===== src/rtl/tli4970_reader.sv =====
// TLI4970 current-sensor reader.
// Triggers a 16-bit read-only SPI frame (mode 0, MSB first) every SAMPLE_PERIOD
// clocks. Each frame is checked for even parity and then decoded into either
// a signed current sample with its overcurrent flag, or a status word.
module tli4970_reader #(
    parameter int CLK_DIV       = 16,
    parameter int SAMPLE_PERIOD = 64000,
    parameter int CS_SETUP      = 16,
    parameter int CS_HOLD       = 16
) (
    input  logic               CLK,
    input  logic               reset_n,
    input  logic               enable,
    output logic               CS,
    output logic               CS_CLK,
    input  logic               CS_MISO,
    output logic signed [12:0] current,
    output logic               current_valid,
    output logic               ocd,
    output logic [15:0]        status,
    output logic               status_valid,
    output logic               parity_err,
    output logic [7:0]         err_count,
    output logic               busy
);

    // Counter widths sized from the parameters.
    localparam int PW     = (SAMPLE_PERIOD > 1) ? $clog2(SAMPLE_PERIOD) : 1;
    localparam int TMAX_A = ((2 * CLK_DIV) > CS_SETUP) ? (2 * CLK_DIV) : CS_SETUP;
    localparam int TMAX   = (TMAX_A > CS_HOLD) ? TMAX_A : CS_HOLD;
    localparam int TW     = $clog2(TMAX + 1);

    localparam logic [PW-1:0] CNT_LAST   = PW'(SAMPLE_PERIOD - 1);
    localparam logic [TW-1:0] SETUP_LAST = TW'(CS_SETUP - 1);
    localparam logic [TW-1:0] HOLD_LAST  = TW'(CS_HOLD - 1);
    localparam logic [TW-1:0] HALF_LAST  = TW'(CLK_DIV - 1);
    localparam logic [TW-1:0] BIT_LAST   = TW'(2 * CLK_DIV - 1);

    typedef enum logic [2:0] {
        S_IDLE   = 3'd0,
        S_SETUP  = 3'd1,
        S_SHIFT  = 3'd2,
        S_HOLD   = 3'd3,
        S_DECODE = 3'd4
    } state_t;

    state_t          r_state;
    logic [PW-1:0]   r_cnt;
    logic [TW-1:0]   r_tmr;
    logic [3:0]      r_bit;
    logic [15:0]     r_frame;
    logic            r_miso_meta;
    logic            r_miso_sync;
    logic            w_trig;

    // Odd number of ones means the frame failed its even-parity check.
    function automatic logic f_parity_odd(input logic [15:0] d);
        return ^d;
    endfunction

    // Removing the 4096 offset from a 13-bit field is the same as flipping bit 12.
    function automatic logic signed [12:0] f_remove_offset(input logic [12:0] d);
        return {~d[12], d[11:0]};
    endfunction

    // A slot only fires when the reader is idle and enabled; otherwise it is skipped.
    assign w_trig = (r_cnt == CNT_LAST) && enable && (r_state == S_IDLE);

    // Two-flop synchronizer for the sensor data line (asynchronous to CLK).
    always_ff @(posedge CLK or negedge reset_n) begin
        if (!reset_n) begin
            r_miso_meta <= 1'b0;
            r_miso_sync <= 1'b0;
        end else begin
            r_miso_meta <= CS_MISO;
            r_miso_sync <= r_miso_meta;
        end
    end

    // Free-running sample period counter, wraps at SAMPLE_PERIOD-1.
    always_ff @(posedge CLK or negedge reset_n) begin
        if (!reset_n) begin
            r_cnt <= '0;
        end else if (r_cnt == CNT_LAST) begin
            r_cnt <= '0;
        end else begin
            r_cnt <= r_cnt + PW'(1);
        end
    end

    // Frame sequencer: CS/SCK generation, bit capture and decode into registered outputs.
    always_ff @(posedge CLK or negedge reset_n) begin
        if (!reset_n) begin
            r_state       <= S_IDLE;
            r_tmr         <= '0;
            r_bit         <= 4'd0;
            r_frame       <= 16'h0000;
            CS            <= 1'b1;
            CS_CLK        <= 1'b0;
            busy          <= 1'b0;
            current       <= 13'sd0;
            ocd           <= 1'b0;
            status        <= 16'h0000;
            err_count     <= 8'd0;
            current_valid <= 1'b0;
            status_valid  <= 1'b0;
            parity_err    <= 1'b0;
        end else begin
            current_valid <= 1'b0;
            status_valid  <= 1'b0;
            parity_err    <= 1'b0;
            case (r_state)
                S_IDLE: begin
                    CS     <= 1'b1;
                    CS_CLK <= 1'b0;
                    if (w_trig) begin
                        r_state <= S_SETUP;
                        r_tmr   <= '0;
                        r_frame <= 16'h0000;
                        CS      <= 1'b0;
                        busy    <= 1'b1;
                    end
                end
                S_SETUP: begin
                    if (r_tmr == SETUP_LAST) begin
                        r_state <= S_SHIFT;
                        r_tmr   <= '0;
                        r_bit   <= 4'd0;
                    end else begin
                        r_tmr <= r_tmr + TW'(1);
                    end
                end
                S_SHIFT: begin
                    // Low half first, then high half; data is taken at the end of the high half.
                    if (r_tmr == HALF_LAST) begin
                        CS_CLK <= 1'b1;
                    end
                    if (r_tmr == BIT_LAST) begin
                        CS_CLK  <= 1'b0;
                        r_frame <= {r_frame[14:0], r_miso_sync};
                        r_tmr   <= '0;
                        if (r_bit == 4'd15) begin
                            r_state <= S_HOLD;
                        end else begin
                            r_bit <= r_bit + 4'd1;
                        end
                    end else begin
                        r_tmr <= r_tmr + TW'(1);
                    end
                end
                S_HOLD: begin
                    if (r_tmr == HOLD_LAST) begin
                        r_state <= S_DECODE;
                        r_tmr   <= '0;
                        CS      <= 1'b1;
                    end else begin
                        r_tmr <= r_tmr + TW'(1);
                    end
                end
                S_DECODE: begin
                    r_state <= S_IDLE;
                    busy    <= 1'b0;
                    if (f_parity_odd(r_frame)) begin
                        parity_err <= 1'b1;
                        if (err_count != 8'hFF) begin
                            err_count <= err_count + 8'd1;
                        end
                    end else if (!r_frame[15]) begin
                        current       <= f_remove_offset(r_frame[12:0]);
                        ocd           <= r_frame[13];
                        current_valid <= 1'b1;
                    end else begin
                        status       <= r_frame;
                        status_valid <= 1'b1;
                    end
                end
                default: begin
                    r_state <= S_IDLE;
                    CS      <= 1'b1;
                    CS_CLK  <= 1'b0;
                    busy    <= 1'b0;
                end
            endcase
        end
    end

endmodule


===== config.mk =====
export PLATFORM = sky130hd
export DESIGN_NAME = tli4970_reader
export DESIGN_NICKNAME = d
export VERILOG_FILES = /design/src/rtl/tli4970_reader.sv
export SDC_FILE = /design/constraint.sdc
export NUM_CORES = 1
export LEC_CHECK = 0
export ABC_AREA = 1
export BUFFER_PORTS_ARGS = -buffer_cell sky130_fd_sc_hd__buf_2
export CORE_MARGIN = 10
export CORE_UTILIZATION = 59
export DETAILED_ROUTE_END_ITERATION = 8
export PLACE_DENSITY = 0.83
export SKIP_CTS_REPAIR_TIMING = 1
export SYNTH_ARGS = -nofsm -noshare
export SYNTH_HDL_FRONTEND = slang
export SYNTH_SLANG_ARGS = --single-unit
export TNS_END_PERCENT = 10

===== constraint.sdc =====
create_clock -name CLK -period 2.2 [get_ports CLK]
set_input_delay 0.44 -clock CLK [delete_from_list [all_inputs] [get_ports CLK]]
set_output_delay 0.44 -clock CLK [all_outputs]
set_load 0.03 [all_outputs]

==> impl_metrics.csv <==
group,metric,value,unit
worst_setup_path,endpoint_kind,"flop",
clock_network,cts_max_path_buffers,2,
timing,worst_pin_slew,0.545,ns
finish,layoutNonFillerInstCount,713,
synthesis,synth_fa_ha_area_share,1.11,%
floorplan,dieArea,0.0115,mm²
clock_network,cts.sink_count,91,
synthesis,synth_cell_types,34,
route,wl_per_cell,13.6,µm
route,dr.pass1.iters,5,
floorplan,core_area,0.00733,mm²
synthesis,synth-seq-cells,91,
clock_network,htree_levels,3,
power_and_ir_drop,power_density,617,mW/mm²
worst_setup_path,r2r_setup_slack,0.22,ns
clock_network,cts_tree,"done",
power_and_ir_drop,peakVddDrop,0.320,mV
timing,slew_viol_final,0,
synthesis,synthMuxAreaShare,0,%
floorplan,ios,48,
synthesis,synth_top_family_by_area,"simple AND/OR/NAND/NOR gates",
timing,min_period,1.98,ns
floorplan,die_w,107,µm
finish,utilization,69.3,%
synthesis,synth.area.top_cells,"dfrtp_1 (50%), nand2_1 (17%), nand3_1 (5.9%), nand4_1 (4.7%), inv_1 (3.7%)",
worst_setup_path,crit_path_max_fanout,17,
worst_setup_path,reg2reg_from,"r_frame[15]$_DFFE_PN0P_",
grt,grt_pass1_wl,17200,µm
timing,whs,0.0547,ns
timing,fin_crit_sh,89.8,%
placed_design,io_buffer_count,47,
synthesis,netlist_instances,557,
clock_network,root_buffer,"clkbuf_8",
finish,final_nets,617,
synthesis,syn_area,0.00450,mm²
synthesis,syn_nets,565,
route,via_per_inst,5.34,
finish,drive_gt1_share,17.1,%
clock_network,clkTransAtPathRegs,0.10,ns
placed_design,hpwlAfterDp,6880,µm
worst_setup_path,crit_required,2.47,ns
worst_setup_path,worstPathArrival,2.24,ns
power_and_ir_drop,p_seq_share,53.5,%
timing,fin_ws,0.225,ns
route,routed-via-count,3810,
clock_network,cts_made_buffers,9,
timing,relSlewSlack,63.7,%
grt,grt_pass1_vias,3738,
power_and_ir_drop,p_sw_share,21.8,%
finish,diodes,0,
synthesis,synthXorXnorAreaFrac,2.53,%
grt,grt_max_degree,43,
route,dr.first_iter.drc_count,220,
min_path,hold_class,"in2async",
floorplan,initial_core_util,61.4,%
floorplan,num_rows,31,
timing,setup_viol,0,
timing,fin_tns_setup,0,ns
route,drtAntennaViolNets,0,
clock_network,insertion_delay,0.36,ns
timing,rsz0062_at_grt,"false",
synthesis,synth_area_per_cell,8.08,µm²
grt,antenna_found_initial,0,
timing,hold_viol,0,
synthesis,synth.yosys.warnings,0,
synthesis,netlist.area_leader.share,50.1,%
worst_setup_path,cp-startpoint,"r_frame[15]$_DFFE_PN0P_",
floorplan,die-height,107,µm
synthesis,synth_area_leader_cell,"dfrtp_1",
finish,areaGrowthSynthToFinish,12.9,%
placed_design,dpl_worst_slack,0.291,ns
power_and_ir_drop,intPower,0.00245,W
grt,grt.total_usage,18.0,%
power_and_ir_drop,leakagePower,2.87,nW
worst_setup_path,startpoint_type,"flop",
power_and_ir_drop,p_clk_share,44.5,%
grt,overflow,0,
job,drv_cap,0,
power_and_ir_drop,p_switching,0.000682,W
worst_setup_path,worst-setup-path-type,"reg2reg",
outcome,status,"completed",
route,routed_wl,9710,µm
synthesis,synth_compound_area_share,3.14,%
power_and_ir_drop,pwr-share-comb,2.0,%
timing,fmax,506,MHz
synthesis,seq_area_frac_synth,50.7,%
synthesis,synthSimpleGateAreaFrac,35.5,%
timing,clock_skew,0.00983,ns
placed_design,place_inst,697,
route,drc_errors,0,
placed_design,gp_congestion,0.845,
## per-layer routing
layer | global-route usage (%) | wire, µm | vias to the layer above | share of wire, %
met5 | 0 | 0 | - | 0
met4 | 6.38 | 138 | 0 | 1.4
met3 | 5.57 | 831 | 14 | 8.6
met2 | 28.1 | 4440 | 126 | 46
met1 | 23.2 | 4300 | 1764 | 44
li1 | - | - | 1906 | -
## placed cells by master (no fill, tap or decap), types with 3 or more instances in the layout
| cell | synthesis | layout |
|---|---|---|
| buf_2 | 2 | 46 |
| nor2_2 | 3 | 3 |
| nor2_1 | 38 | 38 |
| inv_2 | 12 | 12 |
| bufinv_16 | 0 | 3 |
| inv_1 | 44 | 44 |
| o21ai_0 | 11 | 10 |
| buf_4 | 3 | 11 |
| nand4_1 | 34 | 34 |
| o31ai_1 | 3 | 3 |
| nand2_1 | 198 | 197 |
| nand3_1 | 53 | 53 |
| nand2_2 | 6 | 7 |
| nand3_4 | 3 | 3 |
| nor3_1 | 7 | 7 |
| a21oi_1 | 6 | 6 |
| dfrtp_1 | 90 | 90 |
| clkbuf_8 | 0 | 9 |
| xor2_1 | 11 | 11 |
| ha_1 | 4 | 4 |
## registers in the layout (all words and copies together) (netlist names)
register / count
r_miso_sync: 1
CS_CLK: 1
status: 16
err_count: 8
status_valid: 1
r_bit: 4
r_state: 3
current: 13
parity_err: 1
r_frame: 16
r_miso_meta: 1
r_cnt: 16
current_valid: 1
busy: 1
r_tmr: 6
ocd: 1
CS: 1
## cells in the mapped netlist
cell and number:
clkbuf_1 7, nor4_1 1, a31oi_1 2, o21a_1 1, ha_1 4, dfrtp_1 90
or2_2 1, nand2_1 198, a21oi_1 6, nor3_1 7, o2111ai_1 1, nand3_2 2
nor2_1 38, nand2_4 2, o21ai_1 1, buf_6 4, inv_2 12, o21ai_0 11
xnor2_1 2, nor2_8 1, o31ai_1 3, buf_2 2, inv_1 44, clkinv_1 1
nand3_4 3, nor2_2 3, nand3_1 53, nand4_1 34, dfstp_2 1, xor2_1 11
nor3b_1 1, nand2_2 6, buf_4 3, and3_1 1
## power groups by stage
| stage | registers [W] | logic [W] | clock network [W] |
|---|---|---|---|
| after CTS | 0.00168 | 0.0000659 | 0.00141 |
| final | 0.00168 | 0.0000631 | 0.00139 |
| after global routing | 0.00168 | 0.0000726 | 0.00147 |
| after detailed placement | 0.00171 | 0.0000659 | 0 |
| after global placement | 0.00171 | 0.0000638 | 0 |
| after floorplan | 0.00171 | 0.0000228 | 0 |
## cell type report
type | instances | area, µm²
clock buffer | 9 | 124
clock inverter | 7 | 121
fill | 557 | 2250
inverter | 57 | 214
multi-input combinational | 393 | 1900
sequential | 91 | 2280
tap | 99 | 124
timing repair buffer | 57 | 313
## kinds of logic (layout without fill, tap and decap cells)
kind of cell / Yosys count / in the layout
AND/OR/NAND/NOR: 351 / 351
flip-flops: 91 / 91
buffers and inverters: 73 / 130
AO/OA/AOI/OAI: 25 / 25
XOR/XNOR: 13 / 13
adder cells (fa/ha/maj): 4 / 4
## through the flow
step / power [W] / area, µm²
after floorplan: 0.00173 / 4500
after global placement: 0.00177 / 4830
after detailed placement: 0.00178 / 4830
after CTS: 0.00315 / 5080
after global routing: 0.00322 / 5080
final: 0.00313 / 5080
## critical path: stages (launching register included)
cell and delay, ns:
dfrtp_1 0.54, inv_2 0.15, nand2_1 0.05, nand2_1 0.09
nand2_1 0.06, nand2_1 0.08, nand2_1 0.05, nand2_1 0.07
nand3_2 0.09, nand2_4 0.23, nand3_4 0.25, nand2_1 0.14
nand2_1 0.05
## final timing paths
path	endpoint	depth (start not counted)
max	status[9]$_DFFE_PN0P_	12
min	r_tmr[0]$_DFFE_PN0P_	1
max reg2reg	status[9]$_DFFE_PN0P_	12
min reg2reg	r_miso_sync$_DFF_PN0_	0
max in group asynchronous	current[2]$_DFFE_PN0P_	2
min in group CLK	r_miso_meta$_DFF_PN0_	1
No activity file was read; power rests on OpenSTA's default activity.
